### config.mk
export PLATFORM = sky130hd
export DESIGN_NAME = map_rom_arbiter
export DESIGN_NICKNAME = d
export VERILOG_FILES = /design/src/rtl/map_rom_arbiter.sv
export SDC_FILE = /design/constraint.sdc
export NUM_CORES = 1
export LEC_CHECK = 0
export BUFFER_PORTS_ARGS = -buffer_cell sky130_fd_sc_hd__buf_2
export CAP_MARGIN = 20
export CELL_PAD_IN_SITES_DETAIL_PLACEMENT = 0
export CELL_PAD_IN_SITES_GLOBAL_PLACEMENT = 1
export CORE_MARGIN = 10
export CORE_UTILIZATION = 40
export CTS_CLUSTER_DIAMETER = 80
export CTS_CLUSTER_SIZE = 25
export DETAILED_ROUTE_END_ITERATION = 6
export PLACE_DENSITY = 0.81
export SETUP_SLACK_MARGIN = 0.15
export SLEW_MARGIN = 20
export SYNTH_ARGS = -nofsm -noshare
export SYNTH_HDL_FRONTEND = slang
export SYNTH_SLANG_ARGS = --single-unit
### constraint.sdc
create_clock -name clk -period 4.55 [get_ports clk]
set_clock_uncertainty 0.15 [all_clocks]
set_input_delay 0.91 -clock clk [delete_from_list [all_inputs] [get_ports clk]]
set_output_delay 0.91 -clock clk [all_outputs]
set_load 0.02 [all_outputs]
### src/rtl/map_rom_arbiter.sv
// Map ROM arbiter: tracer has priority, overlay row prefetched into a small buffer during hblank.
// The prefetch escalates to urgent when the remaining cells would miss the end of the line.
module map_rom_arbiter #(
    parameter int unsigned MAP_WBITS = 4,
    parameter int unsigned MAP_HBITS = 4,
    parameter int unsigned MAP_SCALE = 3,
    parameter int unsigned H_VIEW    = 640,
    parameter int unsigned H_TOTAL   = 800,
    parameter int unsigned V_TOTAL   = 525
) (
    input  logic                 clk,
    input  logic                 reset,
    input  logic [9:0]           hpos,
    input  logic [9:0]           vpos,
    input  logic                 i_tr_req,
    input  logic [MAP_WBITS-1:0] i_tr_col,
    input  logic [MAP_HBITS-1:0] i_tr_row,
    output logic                 o_tr_gnt,
    output logic [1:0]           o_tr_val,
    output logic [MAP_WBITS-1:0] o_map_col,
    output logic [MAP_HBITS-1:0] o_map_row,
    input  logic [1:0]           i_map_val,
    input  logic [MAP_WBITS-1:0] i_ov_col,
    input  logic [MAP_HBITS-1:0] i_ov_row,
    output logic [1:0]           o_ov_val,
    output logic                 o_fetching,
    output logic                 o_buf_valid
);

    localparam int unsigned    MapWidth = 1 << MAP_WBITS;
    localparam int unsigned    OvLines  = (1 << MAP_HBITS) << MAP_SCALE;
    localparam logic [MAP_WBITS:0] CntOne = 1;

    typedef enum logic [0:0] {StIdle, StFetch} state_e;

    state_e                 state_q, state_d;
    logic [MAP_WBITS:0]     cnt_q, cnt_d;
    logic [MAP_HBITS-1:0]   buf_row_q, buf_row_d;
    logic                   buf_valid_q, buf_valid_d;
    logic [1:0]             row_buf_q [MapWidth];
    logic [1:0]             row_buf_d [MapWidth];

    logic [9:0]             nxt;
    logic                   trigger;
    logic [MAP_HBITS-1:0]   tgt_row;
    logic [11:0]            left, remaining;
    logic                   urgent, fetch_owns, last;

    always_comb begin
        nxt       = (vpos == 10'(V_TOTAL - 1)) ? 10'd0 : vpos + 10'd1;
        trigger   = (hpos == 10'(H_VIEW)) && (nxt[MAP_SCALE-1:0] == '0) && (32'(nxt) < OvLines);
        tgt_row   = nxt[MAP_SCALE+MAP_HBITS-1:MAP_SCALE];
        left      = 12'(H_TOTAL) - 12'(hpos);
        remaining = 12'(MapWidth) - 12'(cnt_q);
        // Urgent once the cells still missing need every remaining pixel of the line.
        urgent     = (state_q == StFetch) && (left <= remaining);
        fetch_owns = (state_q == StFetch) && (!i_tr_req || urgent);
        last       = (cnt_q[MAP_WBITS-1:0] == MAP_WBITS'(MapWidth - 1));
    end

    always_comb begin
        state_d     = state_q;
        cnt_d       = cnt_q;
        buf_row_d   = buf_row_q;
        buf_valid_d = buf_valid_q;
        row_buf_d   = row_buf_q;
        unique case (state_q)
            StIdle: begin
                if (trigger) begin
                    state_d     = StFetch;
                    cnt_d       = '0;
                    buf_row_d   = tgt_row;
                    buf_valid_d = 1'b0;
                end
            end
            StFetch: begin
                if (fetch_owns) begin
                    row_buf_d[cnt_q[MAP_WBITS-1:0]] = i_map_val;
                    cnt_d = cnt_q + CntOne;
                    if (last) begin
                        buf_valid_d = 1'b1;
                        state_d     = StIdle;
                    end
                end
                // Line deadline: an unfinished row is abandoned at the hpos wrap.
                if (state_d == StFetch && hpos == 10'(H_TOTAL - 1)) begin
                    state_d     = StIdle;
                    buf_valid_d = 1'b0;
                end
            end
            default: state_d = StIdle;
        endcase
    end

    always_ff @(posedge clk or posedge reset) begin
        if (reset) begin
            state_q     <= StIdle;
            cnt_q       <= '0;
            buf_row_q   <= '0;
            buf_valid_q <= 1'b0;
            row_buf_q   <= '{default: 2'b00};
        end else begin
            state_q     <= state_d;
            cnt_q       <= cnt_d;
            buf_row_q   <= buf_row_d;
            buf_valid_q <= buf_valid_d;
            row_buf_q   <= row_buf_d;
        end
    end

    always_comb begin
        o_map_col   = fetch_owns ? cnt_q[MAP_WBITS-1:0] : i_tr_col;
        o_map_row   = fetch_owns ? buf_row_q : i_tr_row;
        o_tr_gnt    = i_tr_req && !urgent;
        o_tr_val    = i_map_val;
        o_fetching  = (state_q == StFetch);
        o_buf_valid = buf_valid_q;
        o_ov_val    = (buf_valid_q && i_ov_row == buf_row_q) ? row_buf_q[i_ov_col] : 2'b00;
    end

endmodule

Yosys cells after proc, flatten, opt, wreduce, memory -nomap -nowiden
Index checks and enable logic that the tools add are counted.
W data, S select, Z words.

storage, ports and cells
  flip-flop bits (word level) = 43
  bits in latches = 0
  memory bits (writable) = 0
  ROM bits = 0
  memories kept = 0

cells by class
  $add $sub $neg = 4
  multiply operators = 0
  divide/modulo/power cells = 0
  order comparisons = 5
  eq/ne operators = 9
  shift-type cells = 0
  multiplexer cells = 24
  bitwise logic cells = 3
  reduce and logical (&&, ||, !) cells = 16

operator list
  kind                      number
  $bwmux W32                1
  $eq A10 B10 Y1 const B    3
  $le A12 B12 Y1            1
  $sub A10 B10 Y11 const A  1
  $add A10 B1 Y10 const B   1
  $ge A5 B5 Y1 const B      2
  $lt A10 B8 Y1 const B     1
  $mux W10                  1
  $mux W5                   2
  $not A4 Y5                2
  $pmux W5 S2               1
  $mux W1                   9
  $bmux W2 S4               1
  $demux W2 S4              1
  $logic_and A1 B1 Y1       8
  $mux W2                   4
  $mux W4                   2
  $ne A3 B1 Y1 const B      2
  $reduce_and A2 Y1         3
  $sub A5 B5 Y6 const A     1
  $add A5 B1 Y5 const B     1
  $lt A5 B1 Y1 const B      1
  $eq A4 B4 Y1              1
  $eq A4 B4 Y1 const B      1
  other kinds (8)           10

Logic depth before layout (Yosys ltp)
  depth after elaboration = 10
  gate-level depth with buffers = 17
  depth with buffers taken out = 14

Worst setup path after synthesis
No wires, ideal clock.

  path type = input to output
  from = input port hpos[0]
  to = output port o_map_col[2]
  arrival time = 3546 ps
  required time = 3490 ps
  setup slack = -56 ps
  stages on the path = 16
  path buffers = 2
  cells stage by stage = inv_1 > ha_1 > nand2_1 > nor2_1 > nor2b_1 > nor3_1 > nor2_1 > ha_1 > nand3_1 > or3_1 > nand3_1 > o21a_1 > buf_6 > nand2b_1 > buf_2 > mux2_2

on the way
  longest elaborated chain between the ends = 6

RTL lines
  what                 RTL line  text
  start: declaration   13        input logic [9:0] hpos,
  $sub A10 B10 Y11     53        left = 12'(H_TOTAL) - 12'(hpos);
  $le A12 B12 Y1       56        urgent = (state_q == StFetch) && (left <= remaining);
  $logic_and A1 B1 Y1  56
  $logic_or A1 B1 Y1   57        fetch_owns = (state_q == StFetch) && (!i_tr_req || urgent);
  $logic_and A1 B1 Y1  57
  $mux W4              112       o_map_col = fetch_owns ? cnt_q[MAP_WBITS-1:0] : i_tr_col;
  end: declaration     20        output logic [MAP_WBITS-1:0] o_map_col,

Every way passes these cells.

Worst setup path in the final report
  from = input port hpos[1]
  to = output port o_map_row[3]

on the way
  longest elaborated chain between the ends = 6

RTL lines
  what                 RTL line  text
  $sub A10 B10 Y11     53
  $le A12 B12 Y1       56
  $logic_and A1 B1 Y1  56
  $logic_or A1 B1 Y1   57
  $logic_and A1 B1 Y1  57
  $mux W4              113       o_map_row = fetch_owns ? buf_row_q : i_tr_row;
  end: declaration     21        output logic [MAP_HBITS-1:0] o_map_row,

Every way passes these cells.

==> impl_metrics.json <==
{
  "cts_root_buf": "clkbuf_8",
  "grt_usage": 0.127,
  "endpoint_kind": "primary output",
  "grt_pass1_wl_um": 12000,
  "synthArstFlopShare": 1.00,
  "clockBufferDepth": 2,
  "grt.overflow.total": 0,
  "die_y_um": 107,
  "syn_avg_cell_area_sq_um": 11.0,
  "grt_max_degree": 44,
  "area_delta_synth_final_pct": 25.6,
  "hold_path_class": "reg2reg",
  "ys_warn_count": 0,
  "post_drt_wl_per_cell_um": 16.8,
  "dieArea_sq_um": 11400,
  "nNetsFinal": 402,
  "hold_viol_final": 0,
  "synth_top_area_frac": 0.357,
  "core_sq_um": 7290,
  "hold_buffers": 0,
  "path_cells": "buf_2, inv_2, ha_4, nand2_4, nor2_4, nor2b_4, nor3_4, xor2_1, ha_1, nand3_2, or3_1, nand3_2, o21a_1, nand2b_4, mux2_4, buf_6",
  "critical_path.max_fanout": 6,
  "drc_errors": 0,
  "syn_area_sq_um": 3010,
  "cts_tree": "built",
  "seqCellArea_sq_um": 1080,
  "status": "complete, no violations",
  "synth_edf_count": 0,
  "drtAntennaViolNets": 0,
  "fill_cells": 685,
  "die_w_um": 107,
  "fin_tns_setup_ns": 0,
  "ios": 56,
  "critPathMaxStageDelay_ns": 0.33,
  "worst_setup_path_start_kind": "input port",
  "clk_pin_slew_ns": 0.08,
  "initial_core_util": 0.413,
  "cp_num_buf_inv": 3,
  "cp_common_cell": "nand3_2",
  "fin_crit_ns": 4.43,
  "place.port_buffers": 55,
  "design_area_sq_um": 3780,
  "cp.required_ns": 3.49,
  "p_per_area_nw_per_um2": 217,
  "crit_family": "simple AND/OR/NAND/NOR gates",
  "htreeDepth": 2,
  "totalWireLength_um": 7410,
  "drive_gt1_frac": 0.447,
  "critical_path_class": "in2out",
  "power_leakage_nw": 1.72,
  "rows": 31,
  "cts_inserted_buffers": 5,
  "numPlacedInstances": 427,
  "synth_common_cells": "dfrtp_1, mux2_2, ha_1, nand2_1",
  "netlist_instances": 274,
  "clkLatencyLatePin_ns": 0.29,
  "ys_ff_latch": 43,
  "period_share": 0.973,
  "antenna_found_initial": 0,
  "crit_arrival_ns": 3.37,
  "synth_ff_type": "dfrtp_1",
  "cts_sinks": 43,
  "final_cells": 441,
  "worst_pin_slew_ns": 0.698,
  "rsz0062_at_grt": "true",
  "yosysMostFrequentCell": "dfrtp_1",
  "place_congestion": 0.773,
  "irDropWorstVdd_mv": 0.109,
  "yosysSeqAreaShare": 0.357,
  "multi_input_area_sq_um": 1930,
  "vias": 2392,
  "max_cap_violations": 0,
  "crit_path_start": "hpos[1]",
  "max_freq_mhz": 226,
  "min-delay-start": "buf_row_q[1]",
  "synthTopCellsByArea": "dfrtp_1, mux2_2, ha_1, mux4_2, mux2_4",
  "vias_per_cell": 5.42,
  "timing.rr.start": "cnt_q[2]",
  "first_pass_iters": 5,
  "synth.distinct_cells": 48,
  "syn_nets": 334,
  "place_area_sq_um": 3480,
  "grt_pass1_vias": 2524,
  "setup_viol": 0,
  "slowest_stage": "or3_1",
  "drv_slew": 0,
  "p_total_w": 0.000821,
  "dp_hpwl_um": 5610,
  "drtIter0Drc": 92,
  "yosysTopAreaCell": "dfrtp_1",
  "maxSlewHeadroom": 0.535,
  "n_antenna_cell": 0
}
[flip-flops by register name (all words and copies together), names as in the netlist]
signal	flops
buf_row_q	4
cnt_q	5
o_buf_valid	1
o_fetching	1
row_buf_q	32
[stage by stage]
stage	hold slack (ns)	setup WS [ns]	util
floorplan	0.299	0.163	-
global placement	0.314	0.0169	0.477
detailed placement	0.318	-0.0458	0.477
CTS	0.336	0.0707	0.509
global route	0.367	-0.0132	0.519
finish	0.331	0.122	0.519
[logic make-up after synthesis]
kind of cell / after synthesis / share of synthesized area
multiplexers: 47 / 0.223
buffers and inverters: 27 / 0.0424
AND/OR/NAND/NOR: 79 / 0.153
XOR/XNOR: 16 / 0.0465
flip-flops: 43 / 0.357
AO/OA/AOI/OAI: 43 / 0.0993
adder cells (fa/ha/maj): 19 / 0.0789
[worst paths after layout]
kind | end | slack [ns] | cells past startpoint
min | buf_row_q[1] | 0.33 | 2
min reg2reg | buf_row_q[1] | 0.33 | 2
min in group asynchronous | row_buf_q[24] | 0.59 | 3
max in group asynchronous | row_buf_q[5] | 3.28 | 3
max | o_map_row[3] | 0.12 | 16
max reg2reg | row_buf_q[0] | 0.90 | 13
[layout make-up]
type | instances | area share
multi-input cells | 204 | 0.510
inverters | 13 | 0.0136
well taps | 99 | 0.0328
clock inverters | 1 | 0.00794
clock buffers | 6 | 0.0192
repair buffers | 75 | 0.132
flip-flops and latches | 43 | 0.285
[worst min-delay path, cell delays in order (launching register included)]
cell and delay (ns):
dfrtp_1 0.34, nand2_1 0.05, o31ai_1 0.05
[per-layer routing]
| layer | global-route usage | part of all wire |
|---|---|---|
| met1 | 0.162 | 0.46 |
| met2 | 0.212 | 0.49 |
| met3 | 0.0299 | 0.041 |
| met4 | 0.0329 | 0.0088 |
| met5 | 0 | 0 |
[cells in the final DEF (no fill, tap or decap), types with 6 or more instances in the layout]
cell type / n
inv_1: 11
nand3_1: 6
o21ai_1: 8
nor3_1: 9
mux2_4: 12
dfrtp_1: 43
buf_6: 10
ha_1: 18
buf_2: 44
mux4_2: 10
xor2_1: 13
nand2_1: 15
nor3b_1: 8
nor2b_1: 7
mux2_2: 24
buf_4: 20
[timing repair]
| action | CTS | global route |
|---|---|---|
| endpoints found under the setup margin | 8 | 8 |
| buffers inserted | 5 | 2 |
| endpoints found under the hold margin | 0 | 0 |
| gates resized for setup | 27 | 13 |
| pin swaps | 14 | 13 |
[where the power goes]
group | internal (W) | switching (W)
registers | 0.000389 | 0.00000506
clock network | 0.000161 | 0.000121
logic | 0.0000711 | 0.0000728
total | 0.000621 | 0.000199
No activity file was read; power rests on OpenSTA's default activity.
